<file path="src/rtl/alu_result_select.sv">
// Registered result selector at the ALU output: captures one functional-unit
// result on its completion strobe and holds it under a valid/ready handshake.

module alu_result_select_lane #(
  parameter int WIDTH = 64,
  parameter int SEL_W = 4,
  parameter int IDX   = 0
) (
  input  logic [WIDTH-1:0] chData,
  input  logic             chDone,
  input  logic [SEL_W-1:0] curSel,
  output logic [WIDTH-1:0] mData,
  output logic             mDone
);
  logic hit;

  assign hit   = (curSel == SEL_W'(IDX));
  assign mData = hit ? chData : '0;
  assign mDone = hit & chDone;
endmodule

module alu_result_select #(
  parameter int WIDTH   = 64,
  parameter int N_IN    = 16,
  parameter int SEL_W   = 4,
  parameter int TIMEOUT = 64
) (
  input  logic                  clk,
  input  logic                  rst_n,
  input  logic [N_IN*WIDTH-1:0] in_bus,
  input  logic [N_IN-1:0]       in_done,
  input  logic                  start,
  input  logic [SEL_W-1:0]      sel,
  input  logic                  out_ready,
  output logic [WIDTH-1:0]      out_data,
  output logic                  out_valid,
  output logic [SEL_W-1:0]      out_sel,
  output logic                  busy,
  output logic                  err_sel,
  output logic                  err_timeout
);
  localparam int CNT_W = (TIMEOUT <= 0) ? 1 : $clog2(TIMEOUT + 1);
  localparam logic [CNT_W-1:0] CNT_LAST = (TIMEOUT <= 0) ? '0 : CNT_W'(TIMEOUT - 1);
  localparam logic [CNT_W-1:0] CNT_MAX  = '1;

  typedef enum logic [1:0] {IDLE = 2'd0, WAIT = 2'd1, DONE = 2'd2} state_t;

  state_t             state, stateNxt;
  logic [WIDTH-1:0]   dataQ, dataNxt;
  logic [SEL_W-1:0]   selQ, selNxt;
  logic               errSelQ, errSelNxt;
  logic               errToQ, errToNxt;
  logic [CNT_W-1:0]   cnt, cntNxt;

  logic [SEL_W-1:0]             curSel;
  logic [N_IN-1:0][WIDTH-1:0]   laneData;
  logic [N_IN-1:0]              laneDone;
  logic [WIDTH-1:0]             pickData;
  logic                         pickDone;
  logic                         selInRange;
  logic                         acceptStart;

  // While waiting, the mux follows the latched code; otherwise it follows the
  // live code so a start can use a unit that is already done this cycle.
  assign curSel     = (state == WAIT) ? selQ : sel;
  assign selInRange = ({1'b0, curSel} < (SEL_W+1)'(N_IN));

  for (genvar i = 0; i < N_IN; i++) begin : gLane
    alu_result_select_lane #(
      .WIDTH (WIDTH),
      .SEL_W (SEL_W),
      .IDX   (i)
    ) uLane (
      .chData (in_bus[i*WIDTH +: WIDTH]),
      .chDone (in_done[i]),
      .curSel (curSel),
      .mData  (laneData[i]),
      .mDone  (laneDone[i])
    );
  end

  always_comb begin
    pickData = '0;
    pickDone = 1'b0;
    for (int i = 0; i < N_IN; i++) begin
      pickData = pickData | laneData[i];
      pickDone = pickDone | laneDone[i];
    end
  end

  assign acceptStart = start & ((state == IDLE) | ((state == DONE) & out_ready));

  always_comb begin
    stateNxt  = state;
    dataNxt   = dataQ;
    selNxt    = selQ;
    errSelNxt = errSelQ;
    errToNxt  = errToQ;
    cntNxt    = cnt;

    case (state)
      IDLE: ;
      WAIT: begin
        if (pickDone) begin
          dataNxt  = pickData;
          stateNxt = DONE;
        end else if ((TIMEOUT > 0) && (cnt == CNT_LAST)) begin
          dataNxt  = '0;
          errToNxt = 1'b1;
          stateNxt = DONE;
        end else if (cnt != CNT_MAX) begin
          cntNxt = cnt + 1'b1;
        end
      end
      DONE: begin
        if (out_ready) stateNxt = IDLE;
      end
      default: stateNxt = IDLE;
    endcase

    // A start accepted in IDLE or alongside a DONE handshake overrides the above.
    if (acceptStart) begin
      selNxt    = sel;
      cntNxt    = '0;
      errSelNxt = 1'b0;
      errToNxt  = 1'b0;
      if (!selInRange) begin
        dataNxt   = '0;
        errSelNxt = 1'b1;
        stateNxt  = DONE;
      end else if (pickDone) begin
        dataNxt  = pickData;
        stateNxt = DONE;
      end else begin
        stateNxt = WAIT;
      end
    end
  end

  always_ff @(posedge clk) begin
    if (!rst_n) begin
      state   <= IDLE;
      dataQ   <= '0;
      selQ    <= '0;
      errSelQ <= 1'b0;
      errToQ  <= 1'b0;
      cnt     <= '0;
    end else begin
      state   <= stateNxt;
      dataQ   <= dataNxt;
      selQ    <= selNxt;
      errSelQ <= errSelNxt;
      errToQ  <= errToNxt;
      cnt     <= cntNxt;
    end
  end

  assign out_data    = dataQ;
  assign out_sel     = selQ;
  assign out_valid   = (state == DONE);
  assign busy        = (state != IDLE);
  assign err_sel     = errSelQ;
  assign err_timeout = errToQ;
endmodule
</file>
<file path="config.mk">
export PLATFORM = sky130hd
export DESIGN_NAME = alu_result_select
export DESIGN_NICKNAME = d
export VERILOG_FILES = /design/src/rtl/alu_result_select.sv
export SDC_FILE = /design/constraint.sdc
export NUM_CORES = 1
export LEC_CHECK = 0
export ABC_AREA = 0
export CAP_MARGIN = 20
export CORE_AREA = 2 2 440 442
export DETAILED_ROUTE_END_ITERATION = 12
export DIE_AREA = 0 0 442 444
export MAX_ROUTING_LAYER = met4
export PLACE_DENSITY = 0.3
export SLEW_MARGIN = 20
export SYNTH_ARGS = -nofsm -noshare
export SYNTH_HDL_FRONTEND = slang
export SYNTH_HIERARCHICAL = 1
export SYNTH_SLANG_ARGS = --single-unit
</file>
<file path="constraint.sdc">
create_clock -name clk -period 3.7 [get_ports clk]
set_clock_uncertainty 0.15 [all_clocks]
set_input_delay 0.555 -clock clk [delete_from_list [all_inputs] [get_ports clk]]
set_output_delay 0.555 -clock clk [all_outputs]
set_load 0.05 [all_outputs]
</file>
* After elaboration in Yosys (flattened, before gate mapping) *
Index checks and enable logic that the tools add are counted.

word-level totals
  register bits = 78
  input port bits = 1048
  output and inout port bits = 72

cells by class
  add/sub/neg operators = 1
  equal/unequal tests = 22
  muxes and demuxes = 28
  bitwise gates (word level) = 52
  reductions and logical operators = 7

operators by type and width
  operator             number
  $mux 64              21
  $or 64x64->64        15
  $eq 4x4->1 const B   8
  $and 1x1->1          18
  $eq 4x3->1 const B   4
  $or 1x1->1           16
  $mux 2               5
  $eq 4x2->1 const B   2
  $add 7x1->7 const B  1
  $eq 7x6->1 const B   1
  $ne 7x7->1 const B   1
  $pmux 2 s3           1
  $reduce_and 3->1     2
  $eq 4x1->1 const B   1
  $logic_not 4->1      1
  $mux 4               1
  $ne 4x3->1 const B   1
  $reduce_and 4->1     1
  $ne 3x2->1 const B   1
  $not 1->1            3
  $eq 2x1->1 const B   1
  $eq 2x2->1 const B   1
  $logic_not 2->1      1
  $ne 2x2->1 const B   1
  2 further kinds      2

* Longest topological paths before layout *
  depth in word-level cells = 23
  gate-level depth with buffers = 13
  mapped depth without buffers = 9

* Cells and area by module *
Netlist, hierarchy kept.

by module, submodules not included
  module                                        times used  cells each  area an instance (sq um)
  alu_result_select                             1           695         5427.7
  alu_result_select_lane (gLane[0].uLane ...)   7           73          550.5
  alu_result_select_lane (gLane[1].uLane ...)   4           73          545.5
  alu_result_select_lane (gLane[11].uLane ...)  4           73          488.0
  alu_result_select_lane (gLane[15].uLane)      1           73          490.5

* Worst setup path after synthesis *
OpenSTA, ideal clock, no wires.

  path type = register to register
  start = register selQ[2] (netlist: out_sel[2])
  end = register dataQ[24] (netlist: out_data[24])
  setup time = 0.072 ns
  arrival = 2.922 ns
  data required time = 3.478 ns
  slack = 0.556 ns
  stages on the path, launching flop included = 12
  path buffers = 3
  clock period less this slack = 3.144 ns
  cell sequence = dfxtp_1 nand2_1 nand2_1 and4bb_1 buf_6 and2_2 nor4_4 and4_2 a21o_4 buf_12 buf_8 mux2i_1

RTL lines
  what                        line  text
  from (decl)                 50    logic [SEL_W-1:0] selQ, selNxt;
  from (signal assigned)      151   selQ <= selNxt;
  $mux 4 *                    65    assign curSel = (state == WAIT) ? selQ : sel;
  net curSel[2]               55    logic [SEL_W-1:0] curSel;
  $eq 4x2->1 *                17    assign hit = (curSel == SEL_W'(IDX));
  $and 1x1->1 *               19    assign mDone = hit & chDone;
  net laneDone[3]             57    logic [N_IN-1:0] laneDone;
  $or 1x1->1 * (13 in a row)  87    pickDone = pickDone | laneDone[i];
  $mux 64                     104   if (pickDone) begin
  $mux 64                     101   case (state)
  $mux 64                     131   end else if (pickDone) begin
  $mux 64 *                   122   if (acceptStart) begin
  to (signal assigned)        150   dataQ <= dataNxt;
  to (decl)                   49    logic [WIDTH-1:0] dataQ, dataNxt;

The timed path passes the listed nets; every way through them passes the cells marked *.
A chain may end at the register's enable or synchronous reset.

==> impl_metrics.csv <==
group,metric,value,unit
route,antenna_left,0,
worst_hold_path,hp-class,"reg2reg",
grt,grt_first_pass_wirelength,200000,microns
place,gp_congestion,0.895,
clock_tree,cts_root_buf,"clkbuf_16",
clock_tree,ctsLongestPathBuffers,2,
logic_synthesis,synthCells,1863,
worst_setup_path,r2r-end,"out_data[53]$_SDFF_PN0_",
grt,first_global_vias,19600,
route,vias_per_cell,3.27,
worst_setup_path,reg2reg_slack,0.24,ns
sta,hold_violations,0,
pwr,ir_worst_vdd,0.209,mV
worst_setup_path,reg2reg_from,"state[1]$_SDFFE_PN0P_",
die,dieArea,196000,sq um
logic_synthesis,syn-num-nets,2912,
route,wl_per_cell,27.9,microns
worst_hold_path,min-delay-start,"out_data[3]$_SDFF_PN0_",
die,coreArea,192000,sq um
worst_hold_path,min_to,"out_data[3]$_SDFF_PN0_",
logic_synthesis,netlist.area_leader.share,0.328,
pwr,leakage,0.0112,uW
layout,nets,4117,
die,die_y,444,microns
grt,grt_overflow,0,
layout,layout_common_cells,"1116 x clkdlybuf4s50_1, 730 x and2_1, 311 x and2_2, 235 x nor4_1, 186 x buf_4",
status,status,"finished clean",
pwr,powerDensity,210,nW/um^2
sta,maxSlewViolCount,0,
route,vias,18400,
die,row_count,161,
sta,max_freq,289,MHz
sta,finalSetupViolCount,0,
layout,fill_cells,22000,
logic_synthesis,ys_warn_count,6,
run,max_cap_viol_count,0,
sta,finalCriticalPeriod,3.46,ns
place,io_buffers,1118,
worst_hold_path,min_path_cells,2,
clock_tree,clock-sinks,78,
worst_setup_path,r2r_cells,13,
logic_synthesis,syn_area,13900,sq um
worst_setup_path,start_kind,"register",
grt,track_usage,0.159,
sta,slew-limit-headroom,0.295,
logic_synthesis,yosysTopAreaCell,"and2_1",
route,drc,0,
place,post-place-ws,-0.372,ns
worst_setup_path,required,3.87,ns
logic_synthesis,ys_seq_elements,78,
route,drt_wl_total,157000,microns
logic_synthesis,yosysSeqAreaShare,0.112,
logic_synthesis,synth.area.top_cells,"and2_1 33%, and2_2 17%, nor4_1 12%",
sta,fin_ws,0.237,ns
sta,worst_slew_pin_slew,1.05,ns
route,drt_iter0_drc,1068,
grt,grt_start_max_net_pins,65,
die,initial_core_util,0.0726,
layout,layout_commonest_cell,"clkdlybuf4s50_1",
grt,antenna_found_initial,79,
worst_setup_path,cp-end-kind,"register",
layout,final_util,0.153,
logic_synthesis,ys_types,47,
logic_synthesis,avgSynthCellArea,7.46,sq um
sta,fin_crit_sh,0.936,
clock_tree,postCtsSetupBuffers,0,
die,io_pins,1120,
sta,rsz0062_at_grt,"false",
clock_tree,clk_pin_slew,0.09,ns
clock_tree,clkLatencyLatePin,0.42,ns
worst_setup_path,crit_arrival,3.63,ns
clock_tree,htree_levels,3,
route,dr.pass1.iters,5,
layout,layout-drive-gt1-share,0.192,
logic_synthesis,synth_edf_count,0,
worst_setup_path,crit_fanout,26,
place,dpl.hpwl,136000,microns
clock_tree,numCtsBuffers,9,
worst_setup_path,crit_type,"reg2reg",
logic_synthesis,ys.flop_type,"dfxtp_1",
die,die_x,442,microns
layout,areaGrowthSynthToFinish,110,%
clock_tree,cts_tree,"done",
logic_synthesis,synthArstFlopShare,0,
[cell families (layout without fill, tap and decap cells)]
group | Yosys count | in the layout | synth area share
other cells | 1 | 32 | 0.000270
simple gates | 1552 | 1552 | 0.715
compound gates | 28 | 28 | 0.0137
fa+ha+maj | 1 | 1 | 0.000900
mux | 64 | 64 | 0.0461
flops | 78 | 78 | 0.112
buf+inv | 139 | 1349 | 0.112
[repair_timing]
item | 4_1_cts | 5_1_grt
endpoints found under the setup margin | 8 | 16
hold buffers | 0 | 0
hold endpoints to repair | 0 | 0
resized for setup | 11 | 5
[through the flow]
stage          TNS, ns  cells  hold slack, ns  instance area, sq um  power [uW]
6_report             0   5630           0.309                 29300        6150
5_1_grt              0   5618           0.338                 29200        6490
4_1_cts              0   5599           0.316                 29200        6320
3_5_place_dp     -2.39   5583           0.300                 28800        5090
3_3_place_gp     -3.45   5582           0.296                 28700        5100
2_1_floorplan        0   1863           0.311                 13900        2590
[worst max path at each step]
| stage | start | to | slack (ns) | depth (start not counted) |
|---|---|---|---|---|
| global placement | sel[1] | out_data[39]$_SDFF_PN0_ | -0.66 | 12 |
| CTS | state[1]$_SDFFE_PN0P_ | out_data[54]$_SDFF_PN0_ | 0.005 | 11 |
| detailed placement | sel[0] | out_data[55]$_SDFF_PN0_ | -0.37 | 12 |
| finish | state[1]$_SDFFE_PN0P_ | out_data[53]$_SDFF_PN0_ | 0.24 | 13 |
| floorplan | out_sel[2]$_SDFFE_PN0P_ | out_data[24]$_SDFF_PN0_ | 0.56 | 11 |
| global route | state[1]$_SDFFE_PN0P_ | out_data[55]$_SDFF_PN0_ | 0.06 | 12 |
[layout make-up]
class,instances,area (sq um),area share
Clock buffer,10,229,0.00783
Clock inverter,6,86.3,0.00295
Sequential cell,78,1560,0.0534
Inverter,2,7.51,0.000257
Tap cell,2526,3160,0.108
Multi-Input combinational cell,1646,11000,0.376
Timing Repair Buffer,1331,13100,0.449
Antenna cell,31,77.6,0.00265
[cell usage after synthesis, drive strengths merged (3+ instances only)]
cell type  instances
mux2i             64
and2            1042
nor4             263
nor4b              4
a21boi             5
nand3              5
and4bb             6
clkbuf            25
a21oi              9
dfxtp             78
o31ai              3
nand2            148
o21ai              4
and4b              4
buf              112
nand4             65
[critical path, stage by stage, from the launching register on]
cell and delay (ns):
dfxtp_1 0.41, nand2b_2 0.31, nand2_1 0.09, nand2_1 0.36
buf_4 0.23, and4b_4 0.22, buf_12 0.17, buf_4 0.20
and2_1 0.16, nor4_1 0.54, buf_4 0.23, nand4_1 0.09
nand2_1 0.11, mux2i_1 0.08
[report_power, final]
part	total (uW)	switching (uW)	internal (uW)
clock network	1130	541	592
logic	3990	1950	2040
registers	1030	85.5	947
total	6150	2580	3580
[metal layers]
metal | up-vias | share of wire | global-route usage
met1 | 8876 | 0.45 | 0.199
met4 | 0 | 0.014 | 0.0270
met5 | - | 0 | -
met2 | 707 | 0.49 | 0.270
li1 | 8736 | - | -
met3 | 87 | 0.047 | 0.0261
[state kept, by name, summed over array words and instances (netlist names)]
| signal | flops |
|---|---|
| out_data | 64 |
| cnt | 7 |
| out_sel | 4 |
| state | 2 |
| err_timeout | 1 |
No activity file was read; power rests on OpenSTA's default activity.
